==> src/rtl/lsu_rmw_pkg.sv <==
// Shared definitions for the load/store unit: funct3 encodings, FSM state
// type and the lane-merge helper used by sub-word stores.
package lsu_pkg;

  localparam logic [2:0] F3_B  = 3'b000;
  localparam logic [2:0] F3_H  = 3'b001;
  localparam logic [2:0] F3_W  = 3'b010;
  localparam logic [2:0] F3_BU = 3'b100;
  localparam logic [2:0] F3_HU = 3'b101;

  typedef enum logic {IDLE, WRITE} lsu_state_t;

  // Replace one byte or halfword lane of a memory word with store data.
  // The lane is chosen by the low address bits; halfwords use bit 1 only.
  function automatic logic [31:0] mergeLane(input logic [31:0] word,
                                            input logic [15:0] data,
                                            input logic [1:0]  off,
                                            input logic        isHalf);
    logic [31:0] res;
    res = word;
    if (isHalf) begin
      if (off[1]) res[31:16] = data;
      else        res[15:0]  = data;
    end else begin
      case (off)
        2'd0:    res[7:0]   = data[7:0];
        2'd1:    res[15:8]  = data[7:0];
        2'd2:    res[23:16] = data[7:0];
        default: res[31:24] = data[7:0];
      endcase
    end
    return res;
  endfunction

endpackage

==> src/rtl/lsu_rmw_if.sv <==
// Core-side request/response and dmem-side bus of the load/store unit.
// The slave modport is the LSU itself; the master modport is the environment
// (core datapath plus data memory) that drives requests and read data.
interface lsu_rmw_if #(
  parameter int ADDR_WIDTH = 6
);
  logic                  req;
  logic                  wr;
  logic [2:0]            funct3;
  logic [31:0]           addr;
  logic [31:0]           wdata;
  logic [31:0]           rdata;
  logic                  stall;
  logic                  misalign;
  logic                  mem_we;
  logic [ADDR_WIDTH-1:0] mem_a;
  logic [31:0]           mem_wd;
  logic [31:0]           mem_rd;

  modport slave (
    input  req, wr, funct3, addr, wdata, mem_rd,
    output rdata, stall, misalign, mem_we, mem_a, mem_wd
  );

  modport master (
    output req, wr, funct3, addr, wdata, mem_rd,
    input  rdata, stall, misalign, mem_we, mem_a, mem_wd
  );
endinterface

==> src/rtl/lsu_rmw_load_align.sv <==
// Combinational load extraction: picks the byte/half lane out of the dmem
// word and sign- or zero-extends it according to funct3.
module lsu_load_align
  import lsu_pkg::*;
(
  input  logic [31:0] mem_rd_i,
  input  logic [1:0]  byte_off_i,
  input  logic [2:0]  funct3_i,
  output logic [31:0] rdata_o
);

  logic [7:0]  byteSel;
  logic [15:0] halfSel;

  // Lane selection followed by extension; unsupported encodings read as 0.
  always_comb begin
    byteSel = 8'h00;
    halfSel = 16'h0000;
    rdata_o = '0;
    case (byte_off_i)
      2'd0:    byteSel = mem_rd_i[7:0];
      2'd1:    byteSel = mem_rd_i[15:8];
      2'd2:    byteSel = mem_rd_i[23:16];
      default: byteSel = mem_rd_i[31:24];
    endcase
    halfSel = byte_off_i[1] ? mem_rd_i[31:16] : mem_rd_i[15:0];
    case (funct3_i)
      F3_B:    rdata_o = {{24{byteSel[7]}}, byteSel};
      F3_BU:   rdata_o = {24'h000000, byteSel};
      F3_H:    rdata_o = {{16{halfSel[15]}}, halfSel};
      F3_HU:   rdata_o = {16'h0000, halfSel};
      F3_W:    rdata_o = mem_rd_i;
      default: rdata_o = '0;
    endcase
  end

endmodule

==> src/rtl/lsu_rmw.sv <==
// Load/store unit between the core and a word-only data memory. Loads and
// word stores complete in one cycle; byte/half stores need a read-modify-
// write over two cycles because dmem has no byte enables, and the core is
// stalled for the first of them.
module lsu_rmw
  import lsu_pkg::*;
#(
  parameter int ADDR_WIDTH = 6
) (
  input  logic      clk,
  input  logic      reset,
  lsu_rmw_if.slave  bus
);

  lsu_state_t  state_q, state_d;
  logic [31:0] merge_q, merge_d;

  logic [31:0] loadData;
  logic        misalignRaw;
  logic        stallW;
  logic        weW;
  logic        misalignW;
  logic [31:0] rdataW;
  logic        unusedBits;

  assign unusedBits = ^bus.addr[31:ADDR_WIDTH+2];

  lsu_load_align uAlign (
    .mem_rd_i   (bus.mem_rd),
    .byte_off_i (bus.addr[1:0]),
    .funct3_i   (bus.funct3),
    .rdata_o    (loadData)
  );

  // Alignment and encoding check; any hit suppresses the whole access.
  always_comb begin
    misalignRaw = 1'b0;
    if (bus.funct3 == 3'b011 || bus.funct3[2:1] == 2'b11)
      misalignRaw = 1'b1;
    else if (bus.funct3[1:0] == 2'b01 && bus.addr[0])
      misalignRaw = 1'b1;
    else if (bus.funct3[1:0] == 2'b10 && bus.addr[1:0] != 2'b00)
      misalignRaw = 1'b1;
  end

  // Next-state and output decode; reset blanks every output so that a
  // reset landing on the WRITE cycle never commits a partial write.
  always_comb begin
    state_d   = state_q;
    merge_d   = merge_q;
    stallW    = 1'b0;
    weW       = 1'b0;
    misalignW = 1'b0;
    rdataW    = '0;
    if (!reset) begin
      case (state_q)
        IDLE: begin
          if (bus.req && misalignRaw) begin
            misalignW = 1'b1;
          end else if (bus.req && !bus.wr) begin
            rdataW = loadData;
          end else if (bus.req && bus.funct3[1:0] == 2'b10) begin
            weW = 1'b1;
          end else if (bus.req) begin
            stallW  = 1'b1;
            merge_d = mergeLane(bus.mem_rd, bus.wdata[15:0], bus.addr[1:0],
                                bus.funct3[0]);
            state_d = WRITE;
          end
        end
        WRITE: begin
          weW     = bus.req;
          state_d = IDLE;
        end
        default: state_d = IDLE;
      endcase
    end
  end

  // FSM state and merged store word.
  always_ff @(posedge clk) begin
    if (reset) begin
      state_q <= IDLE;
      merge_q <= '0;
    end else begin
      state_q <= state_d;
      merge_q <= merge_d;
    end
  end

  assign bus.mem_a    = bus.addr[ADDR_WIDTH+1:2];
  assign bus.mem_wd   = (state_q == WRITE) ? merge_q : bus.wdata;
  assign bus.mem_we   = weW;
  assign bus.stall    = stallW;
  assign bus.misalign = misalignW;
  assign bus.rdata    = rdataW;

endmodule

==> src/flat_wrapper.sv <==
// flat-port wrapper written by rule: the top's interface ports become plain ports
module lsu_rmw_flat import lsu_pkg::*;
#(
  parameter int ADDR_WIDTH = 6
)
  (clk, reset, bus_req, bus_wr, bus_funct3, bus_addr, bus_wdata, bus_mem_rd, bus_rdata, bus_stall, bus_misalign, bus_mem_we, bus_mem_a, bus_mem_wd);
  lsu_rmw_if #(.ADDR_WIDTH(ADDR_WIDTH)) bus_i ();
  input  logic clk;
  input  logic reset;
  input wire logic [$bits(bus_i.req)-1:0] bus_req;
  input wire logic [$bits(bus_i.wr)-1:0] bus_wr;
  input wire logic [$bits(bus_i.funct3)-1:0] bus_funct3;
  input wire logic [$bits(bus_i.addr)-1:0] bus_addr;
  input wire logic [$bits(bus_i.wdata)-1:0] bus_wdata;
  input wire logic [$bits(bus_i.mem_rd)-1:0] bus_mem_rd;
  output wire logic [$bits(bus_i.rdata)-1:0] bus_rdata;
  output wire logic [$bits(bus_i.stall)-1:0] bus_stall;
  output wire logic [$bits(bus_i.misalign)-1:0] bus_misalign;
  output wire logic [$bits(bus_i.mem_we)-1:0] bus_mem_we;
  output wire logic [$bits(bus_i.mem_a)-1:0] bus_mem_a;
  output wire logic [$bits(bus_i.mem_wd)-1:0] bus_mem_wd;
  assign bus_i.req = bus_req;
  assign bus_i.wr = bus_wr;
  assign bus_i.funct3 = bus_funct3;
  assign bus_i.addr = bus_addr;
  assign bus_i.wdata = bus_wdata;
  assign bus_i.mem_rd = bus_mem_rd;
  assign bus_rdata = bus_i.rdata;
  assign bus_stall = bus_i.stall;
  assign bus_misalign = bus_i.misalign;
  assign bus_mem_we = bus_i.mem_we;
  assign bus_mem_a = bus_i.mem_a;
  assign bus_mem_wd = bus_i.mem_wd;
  lsu_rmw #(.ADDR_WIDTH(ADDR_WIDTH)) u_core (.clk(clk), .reset(reset), .bus(bus_i));
endmodule
==> config.mk <==
export PLATFORM = sky130hd
export DESIGN_NAME = lsu_rmw_flat
export DESIGN_NICKNAME = d
export VERILOG_FILES = /design/src/rtl/lsu_rmw_pkg.sv /design/src/rtl/lsu_rmw_if.sv /design/src/rtl/lsu_rmw_load_align.sv /design/src/rtl/lsu_rmw.sv /design/src/flat_wrapper.sv
export SDC_FILE = /design/constraint.sdc
export NUM_CORES = 1
export LEC_CHECK = 0
export ABC_CLOCK_PERIOD_IN_PS = 4550
export CAP_MARGIN = 15
export CORE_MARGIN = 2
export CORE_UTILIZATION = 43
export CTS_BUF_LIST = sky130_fd_sc_hd__clkbuf_2 sky130_fd_sc_hd__clkbuf_4 sky130_fd_sc_hd__clkbuf_8
export DETAILED_ROUTE_END_ITERATION = 6
export PLACE_DENSITY = 0.91
export SLEW_MARGIN = 40
export SYNTH_ARGS = -nofsm -noshare
export SYNTH_HDL_FRONTEND = slang
export SYNTH_SLANG_ARGS = --single-unit
export TNS_END_PERCENT = 100
==> constraint.sdc <==
create_clock -name clk -period 4.55 [get_ports clk]
set_input_delay 0.91 -clock clk [delete_from_list [all_inputs] [get_ports clk]]
set_output_delay 0.91 -clock clk [all_outputs]
set_load 0.02 [all_outputs]
==> flow_metrics.env <==
export IMPL_fin_util=0.663
export IMPL_synthArstFlopShare=0
export IMPL_min_path_type="reg2reg"
export IMPL_synth_warnings=0
export IMPL_cts_buffers=5
export IMPL_worst_ep_required_time_ns=3.64
export IMPL_holdBufCountCts=0
export IMPL_cts_root_buf="clkbuf_8"
export IMPL_grt_antenna_before_repair=0
export IMPL_first_pass_iters=5
export IMPL_port_buffers=139
export IMPL_arrival_ns=3.45
export IMPL_power_w=0.000861
export IMPL_synth_top_cell_area_share=0.219
export IMPL_die_width_microns=87.8
export IMPL_synth_edf_count=0
export IMPL_hpwl_microns=8400
export IMPL_synth_flop_cell="dfxtp_1"
export IMPL_core_sq_mm=0.00679
export IMPL_power_density_mw_per_mm2=191
export IMPL_drv_slew=0
export IMPL_rsz0062_at_grt="false"
export IMPL_pin_count=176
export IMPL_htreeDepth=2
export IMPL_max_slew_worst_pin_slew_ns=0.733
export IMPL_ir_drop_mv=0.145
export IMPL_antenna_cells=0
export IMPL_netlist_area_sq_mm=0.00302
export IMPL_leakagePower_nw=1.45
export IMPL_clk_latency_ns=0.29
export IMPL_finalWirelength_microns=11200
export IMPL_postSynthCellCount=363
export IMPL_clkSinkCount=33
export IMPL_crit_path_end_kind="output pin"
export IMPL_worst_path_most_repeated_cell="clkdlybuf4s50_1"
export IMPL_yosys_cell_types_count=41
export IMPL_overflow=0
export IMPL_area_growth_pct=49.0
export IMPL_outcome="finished clean"
export IMPL_finalSetupViolCount=0
export IMPL_synth_top_cells_by_count="a21oi_1 (55), mux2_2 (34), dfxtp_1 (33), nand2_1 (24), clkbuf_1 (18)"
export IMPL_grt_pass1_vias=3314
export IMPL_gp_congestion=0.966
export IMPL_synth_top_cell_by_area="dfxtp_1"
export IMPL_syn_num_nets=466
export IMPL_rows=30
export IMPL_finalCriticalPeriod_ns=4.36
export IMPL_drive_above_1_share=0.179
export IMPL_viasPerCell=6.15
export IMPL_cap_violations=0
export IMPL_synth_most_common_cell="a21oi_1"
export IMPL_clock_path_buffers=2
export IMPL_worstSetupStartpointType="input port"
export IMPL_final_hold_violation_count=0
export IMPL_setup_tns_ns=0
export IMPL_vias=3543
export IMPL_dieHeight_microns=87.8
export IMPL_synth_avg_cell_area_sq_um=8.33
export IMPL_clk_pin_slew_ns=0.06
export IMPL_cts_resized=0
export IMPL_max_freq_mhz=230
export IMPL_grt_usage=0.283
export IMPL_ys_seq_area_frac=0.219
export IMPL_ant_nets=0
export IMPL_fin_nets=582
export IMPL_grt_max_degree=37
export IMPL_slew_headroom=0.511
export IMPL_drtIter0Drc=266
export IMPL_cpPeakStageDelay_ns=0.63
export IMPL_synthTopCellsByArea="dfxtp_1 (22%), mux2_2 (13%), a21oi_1 (9.1%)"
export IMPL_nFillCells=593
export IMPL_dieArea_sq_mm=0.00772
export IMPL_routedWlPerCell_microns=19.4
export IMPL_crit_chain="clkdlybuf4s50_1 -> nor4_4 -> o21ai_2 -> a211o_1 -> a21oi_1 -> clkdlybuf4s50_1"
export IMPL_drc=0
export IMPL_cp_max_fo=16
export IMPL_crit_type="in2out"
export IMPL_cts_tree="built"
export IMPL_initial_utilization=0.445
export IMPL_slowest_stage="clkdlybuf4s50_1"
export IMPL_final_period_utilization=0.958
export IMPL_finClkSkew_ns=0.00850
export IMPL_post_cts_buffers=0
export IMPL_grt_pass1_wl_microns=17000
export IMPL_ys_seq_elements=33
metrics by stage:
stage / worst slack, ns / hold slack [ns] / instances / area [sq um]
after floorplan: 1.22 / 0.456 / 363 / 3020
after global routing: 0.0933 / 0.512 / 576 / 4500
after global placement: 0.264 / 0.468 / 568 / 4420
final: 0.193 / 0.485 / 576 / 4500
after CTS: 0.222 / 0.482 / 576 / 4500
after detailed placement: 0.226 / 0.472 / 568 / 4420
state kept, by name, indices dropped and copies added, names as in the netlist:
register        flops
u_core.merge_q     32
u_core.state_q      1
kinds of logic after synthesis:
logic type      Yosys count  synth area share
buf+inv                  48            0.0824
compound gates          166             0.361
mux                      50             0.209
simple gates             66             0.130
flops                    33             0.219
final timing paths:
path	startpoint	endpoint	slack, ns	cells past startpoint
worst max-delay path	bus_addr[1]	bus_rdata[17]	0.19	6
worst min-delay path	u_core.merge_q[12]$_SDFFE_PP0P_	u_core.merge_q[12]$_SDFFE_PP0P_	0.48	2
worst max register to register	u_core.state_q$_SDFF_PP0_	u_core.merge_q[3]$_SDFFE_PP0P_	2.63	5
worst min register to register	u_core.merge_q[12]$_SDFFE_PP0P_	u_core.merge_q[12]$_SDFFE_PP0P_	0.48	2
critical path, delay by kind of cell:
kind | cells | cell delay [ns]
simple gates | 1 | 0.48
compound gates | 3 | 0.86
buf+inv | 2 | 1.20
layer usage:
metal	up-vias	global-route usage	wire length, microns
li1	1631	-	-
met1	1696	0.345	4450
met2	188	0.494	5590
met3	28	0.0697	892
met4	0	0.0839	230
met5	-	0	0
layout make-up:
| class | instances | area (sq um) | area share |
|---|---|---|---|
| repair buffers | 156 | 1520 | 0.337 |
| well taps | 96 | 120 | 0.0267 |
| multi-input cells | 282 | 2110 | 0.469 |
| clock inverters | 2 | 10.0 | 0.00222 |
| flip-flops and latches | 33 | 661 | 0.147 |
| inverters | 1 | 3.75 | 0.000834 |
| clock buffers | 6 | 76.3 | 0.0169 |
power by group:
group          switching, W  internal (W)  leakage, nW
Combinational      0.000171      0.000162         1.13
Clock              0.000110      0.000112       0.0484
Sequential       0.00000622      0.000300        0.268
Total              0.000287      0.000574         1.45
placed cells by master, fill, tap and decap left out, types with 2 or more instances in the layout:
| cell type | n |
|---|---|
| o21bai_1 | 8 |
| o311ai_0 | 7 |
| nand2b_1 | 2 |
| a21oi_2 | 11 |
| dfxtp_1 | 33 |
| o21ai_1 | 16 |
| mux2i_1 | 9 |
| a21oi_1 | 55 |
| nor2_1 | 5 |
| a211oi_1 | 8 |
| a22oi_1 | 15 |
| or3b_1 | 2 |
| nor3_1 | 4 |
| buf_4 | 17 |
| a311oi_1 | 8 |
| o2111ai_1 | 16 |
| clkinv_2 | 2 |
| o21ai_2 | 2 |
| nor3b_1 | 9 |
| mux2_2 | 34 |
| mux4_2 | 7 |
| clkdlybuf4s50_1 | 139 |
| nand2_1 | 24 |
| o21ai_0 | 16 |
| clkbuf_8 | 5 |
| nor2b_1 | 11 |
No activity file was read; power rests on OpenSTA's default activity.
